**src/rtl/alu_decode.sv**
```systemverilog
// alu_decode: MIPS instruction decode stage feeding alu_top.
// Decodes into instr_ID, buffers in a 2-entry FIFO, counts drops.

package alu_decode_pkg;

  typedef struct packed {
    logic [31:0] ir;
    logic [3:0]  id;
    logic [4:0]  dst;
    logic [4:0]  src_a;
    logic [4:0]  src_b;
    logic [31:0] imm;
    logic        use_imm;
  } dec_t;

endpackage

module alu_decode
  import alu_decode_pkg::*;
#(
  parameter int CNT_W = 16
) (
  input  logic             clk,
  input  logic             reset,
  input  logic             flush,
  input  logic             in_valid,
  output logic             in_ready,
  input  logic [31:0]      in_ir,
  output logic             out_valid,
  input  logic             out_ready,
  output logic [31:0]      out_ir,
  output logic [31:0]      out_instr_ID,
  output logic [4:0]       out_dst,
  output logic [4:0]       out_src_a,
  output logic [4:0]       out_src_b,
  output logic [31:0]      out_imm,
  output logic             out_use_imm,
  output logic [CNT_W-1:0] illegal_count
);

  logic [5:0] op;
  logic [5:0] fn;
  logic [4:0] rs;
  logic [4:0] rt;
  logic [4:0] rd;
  logic [4:0] sh;

  assign op = in_ir[31:26];
  assign rs = in_ir[25:21];
  assign rt = in_ir[20:16];
  assign rd = in_ir[15:11];
  assign sh = in_ir[10:6];
  assign fn = in_ir[5:0];

  logic        r_op;
  logic [3:0]  id;
  logic [31:0] sx_imm;
  logic [31:0] zx_imm;

  assign r_op   = (op == 6'h00);
  assign sx_imm = {{16{in_ir[15]}}, in_ir[15:0]};
  assign zx_imm = {16'h0000, in_ir[15:0]};

  // Map op/fn onto the ALU dispatch code; 0 marks illegal.
  always_comb begin
    id = 4'd0;
    unique case (1'b1)
      r_op && fn == 6'h20: id = 4'd1;
      r_op && fn == 6'h22: id = 4'd2;
      r_op && fn == 6'h21: id = 4'd3;
      r_op && fn == 6'h23: id = 4'd4;
      r_op && fn == 6'h24: id = 4'd7;
      r_op && fn == 6'h25: id = 4'd8;
      r_op && fn == 6'h00: id = 4'd11;
      r_op && fn == 6'h02: id = 4'd12;
      op == 6'h08:         id = 4'd5;
      op == 6'h09:         id = 4'd6;
      op == 6'h0C:         id = 4'd9;
      op == 6'h0D:         id = 4'd10;
      default:             id = 4'd0;
    endcase
  end

  logic is_shift;
  logic is_rtype;
  logic is_isx;
  logic is_izx;
  logic legal;

  assign is_shift = (id == 4'd11) || (id == 4'd12);
  assign is_isx   = (id == 4'd5) || (id == 4'd6);
  assign is_izx   = (id == 4'd9) || (id == 4'd10);
  assign is_rtype = (id == 4'd1) || (id == 4'd2) ||
                    (id == 4'd3) || (id == 4'd4) ||
                    (id == 4'd7) || (id == 4'd8);
  assign legal    = (id != 4'd0);

  dec_t dec;

  // Operand routing per instruction class.
  always_comb begin
    dec    = '0;
    dec.ir = in_ir;
    dec.id = id;
    unique case (1'b1)
      is_shift: begin
        dec.dst     = rd;
        dec.src_a   = rt;
        dec.imm     = {27'b0, sh};
        dec.use_imm = 1'b1;
      end
      is_rtype: begin
        dec.dst   = rd;
        dec.src_a = rs;
        dec.src_b = rt;
      end
      is_isx: begin
        dec.dst     = rt;
        dec.src_a   = rs;
        dec.imm     = sx_imm;
        dec.use_imm = 1'b1;
      end
      is_izx: begin
        dec.dst     = rt;
        dec.src_a   = rs;
        dec.imm     = zx_imm;
        dec.use_imm = 1'b1;
      end
      default: begin
        dec.dst = 5'd0;
      end
    endcase
  end

  dec_t       mem [2];
  logic       wr_ptr;
  logic       rd_ptr;
  logic [1:0] count;
  logic       push;
  logic       pop;
  logic       take;

  assign in_ready  = (count != 2'd2);
  assign out_valid = (count != 2'd0);
  assign take      = in_valid & in_ready;
  assign push      = take & legal;
  assign pop       = out_valid & out_ready;

  // Occupancy and pointers; flush empties the queue.
  always_ff @(posedge clk or negedge reset) begin
    if (!reset) begin
      count  <= 2'd0;
      wr_ptr <= 1'b0;
      rd_ptr <= 1'b0;
    end else if (flush) begin
      count  <= 2'd0;
      wr_ptr <= 1'b0;
      rd_ptr <= 1'b0;
    end else begin
      if (push) wr_ptr <= ~wr_ptr;
      if (pop)  rd_ptr <= ~rd_ptr;
      unique case ({push, pop})
        2'b10:   count <= count + 2'd1;
        2'b01:   count <= count - 2'd1;
        default: count <= count;
      endcase
    end
  end

  // Entry storage; a flushed push never lands.
  always_ff @(posedge clk or negedge reset) begin
    if (!reset) begin
      mem[0] <= '0;
      mem[1] <= '0;
    end else if (push && !flush) begin
      mem[wr_ptr] <= dec;
    end
  end

  // Saturating drop counter; survives flush.
  always_ff @(posedge clk or negedge reset) begin
    if (!reset) begin
      illegal_count <= '0;
    end else if (take && !legal &&
                 illegal_count != {CNT_W{1'b1}}) begin
      illegal_count <= illegal_count + CNT_W'(1);
    end
  end

  dec_t head;

  assign head = out_valid ? mem[rd_ptr] : '0;

  assign out_ir       = head.ir;
  assign out_instr_ID = {28'b0, head.id};
  assign out_dst      = head.dst;
  assign out_src_a    = head.src_a;
  assign out_src_b    = head.src_b;
  assign out_imm      = head.imm;
  assign out_use_imm  = head.use_imm;

endmodule

```
**config.mk**
```make
export PLATFORM = sky130hd
export DESIGN_NAME = alu_decode
export DESIGN_NICKNAME = d
export VERILOG_FILES = /design/src/rtl/alu_decode.sv
export SDC_FILE = /design/constraint.sdc
export NUM_CORES = 1
export LEC_CHECK = 0
export CORE_MARGIN = 1
export CORE_UTILIZATION = 47
export CTS_CLUSTER_SIZE = 28
export DETAILED_ROUTE_END_ITERATION = 10
export PLACE_DENSITY = 0.8
export SLEW_MARGIN = 20
export SYNTH_ARGS = -nofsm -noshare
export SYNTH_HDL_FRONTEND = slang
export SYNTH_SLANG_ARGS = --single-unit
```
**constraint.sdc**
```tcl
create_clock -name clk -period 2.4 [get_ports clk]
set_input_delay 0.6 -clock clk [delete_from_list [all_inputs] [get_ports clk]]
set_output_delay 0.6 -clock clk [all_outputs]
set_load 0.005 [all_outputs]
```
==> impl_metrics.sql <==
INSERT INTO impl_metrics (metric_group, metric, value, unit) VALUES
('outcome', 'run_status', 'complete, but fails checks', ''),
('outcome', 'violations_in_the_final_reports', 'negative setup slack', ''),
('sta', 'fin_skew', '0.0147', 'ns'),
('synth', 'netlist_instances', '893', ''),
('global_routing', 'grt_remaining_overflow', '0', ''),
('synth', 'netlist-cell-type-count', '50', ''),
('clock_network', 'insertion_delay', '0.45', 'ns'),
('clock_network', 'cts_made_buffers', '17', ''),
('synth', 'synth_seq_cells', '158', ''),
('detailed_routing', 'routed_wl', '22.6', 'mm'),
('synth', 'synth.top_cells.by_area', 'sky130_fd_sc_hd__dfrtp_1, sky130_fd_sc_hd__nand2_1, sky130_fd_sc_hd__mux2i_1', ''),
('sta', 'final-setup-viol-count', '17', ''),
('synth', 'post_synth.cell_area_avg', '9.07', 'um2'),
('die', 'rows', '47', ''),
('sta', 'totalNegativeSetupSlack', '-0.714', 'ns'),
('synth', 'yosysTopAreaCellShare', '48.8', '%'),
('worst_setup_path', 'critical_path.startpoint_type', 'flop', ''),
('die', 'die_x', '133', 'um'),
('global_routing', 'grt_pass1_vias', '6659', ''),
('die', 'effective_utilization_at_floorplan', '48.5', '%'),
('detailed_routing', 'vias_after_detailed_routing', '7130', ''),
('sta', 'slew-limit-headroom', '60.0', '%'),
('clock_network', 'cts-root-to-sink-buffers', '2', ''),
('synth', 'yosysTopAreaCell', 'sky130_fd_sc_hd__dfrtp_1', ''),
('layout', 'stdcell_count', '1312', ''),
('worst_setup_path', 'critical_path.most_common_cell', 'sky130_fd_sc_hd__buf_12', ''),
('sta', 'post-route-worst-setup-slack', '-0.111', 'ns'),
('detailed_routing', 'postRouteAntennaNets', '0', ''),
('sta', 'period_share', '105', '%'),
('global_routing', 'track_usage', '24.9', '%'),
('worst_setup_path', 'cp_top_family', 'buffers and inverters', ''),
('synth', 'synthesis.area', '8100', 'um2'),
('flow_run', 'drv_cap', '0', ''),
('die', 'floorplan.die_area', '17800', 'um2'),
('worst_setup_path', 'cp_cell_sequence', 'buf_6, buf_12, buf_12, mux2i_2, nor2_1, dlygate4sd2_1', ''),
('clock_network', 'path_clk_slew', '0.07', 'ns'),
('synth', 'synthFlopType', 'sky130_fd_sc_hd__dfrtp_1', ''),
('detailed_routing', 'detail_route.drc_violations', '0', ''),
('synth', 'synth_enable_flop_cells', '0', ''),
('detailed_routing', 'first_iter_violations', '590', ''),
('detailed_routing', 'avgRoutedWirePerCell', '17.2', 'um'),
('die', 'chipHeight', '133', 'um'),
('synth', 'ys_seq_area_share', '48.8', '%'),
('clock_network', 'clock_sink_count', '158', ''),
('placed_design', 'placedInstanceArea', '10100', 'um2'),
('power', 'power.leakage', '5.07', 'nW'),
('layout', 'nets', '1117', ''),
('power', 'vdd_ir_drop_max', '0.000477', 'V'),
('worst_setup_path', 'timing.critical_path.required', '1.80', 'ns'),
('global_routing', 'antenna_found_initial', '0', ''),
('layout', 'diodes', '0', ''),
('layout', 'final_cell_mix', 'sky130_fd_sc_hd__nand2_1, sky130_fd_sc_hd__dfrtp_1, sky130_fd_sc_hd__nor2_1', ''),
('min_path', 'hold_class', 'in2async', ''),
('placed_design', 'place_hpwl', '14.8', 'mm'),
('die', 'floorplan.core_area', '16700', 'um2'),
('power', 'power-per-cell-area', '617', 'nW/um2'),
('sta', 'rsz_0062_raised_after_global_routing', 'true', ''),
('clock_network', 'cts.htree.levels', '4', ''),
('layout', 'layout.cells.most_common', 'sky130_fd_sc_hd__nand2_1', ''),
('layout', 'area.growth.synth_to_final', '35.2', '%'),
('sta', 'finalHoldViolCount', '0', ''),
('global_routing', 'pin_count_of_the_biggest_net_entering_global_routing', '53', ''),
('worst_setup_path', 'worst-setup-path-type', 'reg2out', ''),
('worst_setup_path', 'cp_num_buf_inv', '4', ''),
('worst_setup_path', 'crit_path_top_delay_cell', 'sky130_fd_sc_hd__dfrtp_4', ''),
('die', 'io_count', '167', ''),
('worst_setup_path', 'cp_slowest_stage_delay', '0.50', 'ns'),
('synth', 'yosys_warnings', '0', ''),
('layout', 'post_route_cells_drive_above_1_share', '20.8', '%'),
('detailed_routing', 'routed_via_density', '5.43', ''),
('sta', 'worst_pin_slew', '0.601', 'ns');
-- repair_timing --
action / 4_1_cts / 5_1_grt
pin swaps: 5 / 13
setup buffers: 6 / 9
hold buffers: 0 / 0
endpoints found under the hold margin: 0 / 0
resized for setup: 123 / 104
gates cloned: 0 / 2
setup endpoints to repair: 84 / 87
-- stage by stage --
| step | util [%] | setup WS (ns) | total power [W] | hold WS, ns |
|---|---|---|---|---|
| final | 65.6 | -0.111 | 0.00676 | 0.111 |
| after global routing | 65.6 | -0.144 | 0.00700 | 0.140 |
| after CTS | 64.1 | -0.146 | 0.00671 | 0.129 |
| after detailed placement | 60.4 | -0.433 | 0.00390 | 0.455 |
| after global placement | 60.4 | -0.369 | 0.00388 | 0.449 |
| after floorplan | - | 0.103 | 0.00348 | 0.304 |
-- cells in the mapped netlist, types with 9 or more instances --
master / number
sky130_fd_sc_hd__nand2_1: 223
sky130_fd_sc_hd__dfrtp_1: 158
sky130_fd_sc_hd__nor2_1: 92
sky130_fd_sc_hd__mux2i_1: 79
sky130_fd_sc_hd__o21ai_0: 61
sky130_fd_sc_hd__buf_4: 43
sky130_fd_sc_hd__clkbuf_1: 37
sky130_fd_sc_hd__a21oi_1: 18
sky130_fd_sc_hd__xnor2_1: 16
sky130_fd_sc_hd__nand3_1: 15
sky130_fd_sc_hd__nand4_1: 12
sky130_fd_sc_hd__a31oi_1: 10
sky130_fd_sc_hd__buf_1: 10
sky130_fd_sc_hd__o31ai_2: 10
sky130_fd_sc_hd__buf_2: 9
sky130_fd_sc_hd__inv_1: 9
-- sequential cells by signal, summed over array words and instances, names as in the netlist --
register,cells
wr_ptr,1
mem,138
illegal_count,16
rd_ptr,1
count,2
-- kinds of logic (layout without fill, tap and decap cells) --
logic type	count (synthesis)	count (layout)	share of synthesized area, %
buffers and inverters	109	281	7.28
muxes	83	83	10.3
DFF	158	158	48.8
adders and majority gates	1	1	0.154
AOI/OAI and AO/OA	130	130	10.5
and+or+nand+nor	390	390	20.6
other	1	28	0.0463
xor gates and xnor gates	21	21	2.27
-- area by class of cell --
class	count	area, um2
fill	1304	5750
sequential	158	3960
multi-input combinational	653	3910
timing repair buffer	240	2150
clock buffer	18	439
tap	220	275
clock inverter	14	181
inverter	9	33.8
-- per-layer routing --
| layer | GRT usage [%] | wire, um |
|---|---|---|
| met5 | 0 | 0 |
| met4 | 9.28 | 532 |
| met3 | 5.90 | 1550 |
| met2 | 39.8 | 11100 |
| met1 | 32.9 | 9410 |
-- power breakdown --
group | leakage (nW) | internal, W | switching [W] | total, W
Combinational | 2.64 | 0.000428 | 0.000425 | 0.000852
Clock | 0.290 | 0.00168 | 0.00117 | 0.00285
Sequential | 2.14 | 0.00287 | 0.000180 | 0.00305
Total | 5.07 | 0.00498 | 0.00178 | 0.00676
-- path summary, 6_finish.rpt --
kind	startpoint	end	slack [ns]	cells past startpoint
worst max-delay path	rd_ptr	out_src_a[0]	-0.11	6
worst min-delay path	reset	illegal_count[13]	0.11	1
worst max register to register	count[1]	mem[87]	0.48	7
worst min register to register	mem[157]	mem[157]	0.47	2
max in group asynchronous	reset	mem[38]	1.60	2
min in group clk	mem[157]	mem[157]	0.47	2
No activity file was read; power rests on OpenSTA's default activity.
==> variant, RTL diff (config.mk and constraints unchanged) <==
Register the output `illegal_count` once more, without a reset; this adds one clock of latency there. The other outputs are not delayed to match.
--- a/src/rtl/alu_decode.sv
+++ b/src/rtl/alu_decode.sv
@@ -38,6 +38,8 @@
   output logic [CNT_W-1:0] illegal_count
 );
 
+  logic [CNT_W-1:0] illegal_count_s0;
+
   logic [5:0] op;
   logic [5:0] fn;
   logic [4:0] rs;
@@ -180,10 +182,10 @@
   // Saturating drop counter; survives flush.
   always_ff @(posedge clk or negedge reset) begin
     if (!reset) begin
-      illegal_count <= '0;
+      illegal_count_s0 <= '0;
     end else if (take && !legal &&
-                 illegal_count != {CNT_W{1'b1}}) begin
-      illegal_count <= illegal_count + CNT_W'(1);
+                 illegal_count_s0 != {CNT_W{1'b1}}) begin
+      illegal_count_s0 <= illegal_count_s0 + CNT_W'(1);
     end
   end
 
@@ -199,5 +201,9 @@
   assign out_imm      = head.imm;
   assign out_use_imm  = head.use_imm;
 
+  always_ff @(posedge clk) begin
+    illegal_count <= illegal_count_s0;
+  end
+
 endmodule
 
Formal check against the unedited RTL: not equivalent (Yosys sat finds a counterexample within 4 cycles, from zero or initial values and one cycle with reset low).
==> variant against the original RTL <==
  * The run still ends with setup timing left
  * Worst hold slack gained 0.032 ns
  * Wire length shrank 3.0%
  * Cell area grew 1.5%
  * Clock power shrank 8.4%
  * Global-route usage shrank 0.23 points
  * Worst setup slack gained 0.11 ns
  * Area after synthesis grew 0.68%
  * Total power grew 4.0%
  * Sequential cell count grew 16
  * Count of clock-buffer cells in the layout grew 6
==> variant: results (changes against the original RTL) <==
stage	metric	value	unit	change
worst_setup_path	FF-to-FF path depth	9		+2
placement	DP Cell Count	1138		-9.9%
power	Lkg Pwr	5.12	nW	+0.86%
worst_setup_path	flop2flop setup slack	0.35	ns	-0.13 ns
synth	sequential share of the synthesized area	52.4	%	+3.6 points
placement	Setup WS pre-CTS	-0.751	ns	-0.319 ns
worst_setup_path	CP Capture Point	out_ir[1]		
timing	worst setup margin	-0.000172	ns	+0.110 ns
route	drt first pass iters	5		-1
worst_setup_path	CP max FO	15		-2
cts	Clock Latency Late Sink	0.43	ns	-0.02 ns
finish	proportion of layout cells with a drive suffix above 1	21.1	%	+0.28 points
timing	clock skew	0.0101	ns	-0.00458 ns
synth	synth unique cells	45		-10%
route	final WL	21.9	mm	-3.0%
synth	synthesized area per cell	10.4	sq um	+15%
route	Avg Vias per Cell	5.49		+0.98%
grt	total track usage	24.7	%	-0.23 points
timing	Setup-failing EPs final	1		-16
synth	asr flop ratio synth	90.8	%	-9.2 points
outcome	status	finished with violations		
cts	CTS max path bufs	2		unchanged
grt	number of global-route vias before repair	6484		-2.6%
worst_setup_path	arrival time of the worst setup path	1.80	ns	-0.11 ns
power	peak supply drop	0.553	mV	+16%
cts	CTS Root Cell	clkbuf_16		
timing	Slew @ Worst Pin	0.563	ns	-0.0380 ns
finish	Fillers	1251		-4.1%
synth	main area contributors after synthesis	dfrtp_1 48%, mux2i_1 8.5%, nand2_1 5.1%, mux2_2 4.1%, buf_4 4.0%		
placement	GP Congestion	0.842		-7.7%
synth	Post-synth top cells	158 x dfrtp_1, 111 x nand2_1, 81 x nor2_1		
worst_setup_path	crit-path max cell delay	0.44	ns	-0.06 ns
route	DR iter-0 viols	441		-25%
finish	Largest regs	mem x138, illegal_count x16, illegal_count_s0 x16		
placement	dpl hpwl	13.7	mm	-7.8%
grt	pin count of the biggest net entering global routing	55		+3.8%
outcome	failing checks	setup timing		
route	drt wl/cell	18.3	um	+6.2%
variant: worst min path at each step:
stage | startpoint | to | slack [ns] | cells after the start
floorplan | reset | count[0] | 0.30 | 0
finish | reset | mem[70] | 0.14 | 1
detailed placement | illegal_count_s0[1] | illegal_count[1] | 0.40 | 0
global placement | illegal_count_s0[12] | illegal_count[12] | 0.40 | 0
CTS | reset | mem[70] | 0.15 | 1
global route | reset | mem[69] | 0.17 | 1
variant: layer usage:
metal  part of all wire (%)  track usage, %  vias up
li1                       -               -     2983
met1                     42            32.5     3252
met2                     49            39.4      297
met3                    6.7            5.44       42
met4                    2.2            10.1        0
met5                      0               0        -
variant: metrics by stage:
stage                     instance area [sq um]  hold WS [ns]
after global routing                      11100         0.170
final                                     11100         0.144
after CTS                                 11000         0.151
after global placement                    10100         0.404
after detailed placement                  10100         0.403
after floorplan                            8260         0.304
variant: power by group:
part | switching [mW] | internal [mW] | total (mW)
clock network | 1.14 | 1.47 | 2.61
registers | 0.176 | 3.19 | 3.37
logic | 0.482 | 0.570 | 1.05
total | 1.79 | 5.23 | 7.03
variant: logic make-up after synthesis:
| group | synth area share, % |
|---|---|
| other | 0.0460 |
| flip-flops | 52.4 |
| AND/OR/NAND/NOR | 12.6 |
| AO/OA/AOI/OAI | 9.94 |
| XOR/XNOR | 1.83 |
| multiplexers | 16.3 |
| adder cells (fa/ha/maj) | 0.153 |
| buffers and inverters | 6.63 |
variant: final cells by class:
type | count | area [sq um] | share of cell area [%]
multi-input cells | 541 | 3640 | 32.7
well taps | 220 | 275 | 2.48
inverters | 4 | 15.0 | 0.135
repair buffers | 227 | 2350 | 21.2
flip-flops and latches | 174 | 4280 | 38.5
clock buffers | 24 | 503 | 4.52
clock inverters | 8 | 56.3 | 0.506
variant: timing repair:
action | in CTS | in global routing
gates cloned | 8 | 1
pin swaps | 12 | 13
setup endpoints to repair | 203 | 153
setup buffers | 18 | 3
resized for setup | 130 | 92
variant: worst register-to-register path, stage by stage (launching register included):
cell	delay, ns
dfrtp_1	0.41
buf_4	0.15
buf_4	0.12
nand2b_1	0.07
and2_1	0.16
buf_4	0.15
o2111ai_4	0.22
buf_12	0.21
bufbuf_16	0.26
o21ai_0	0.19
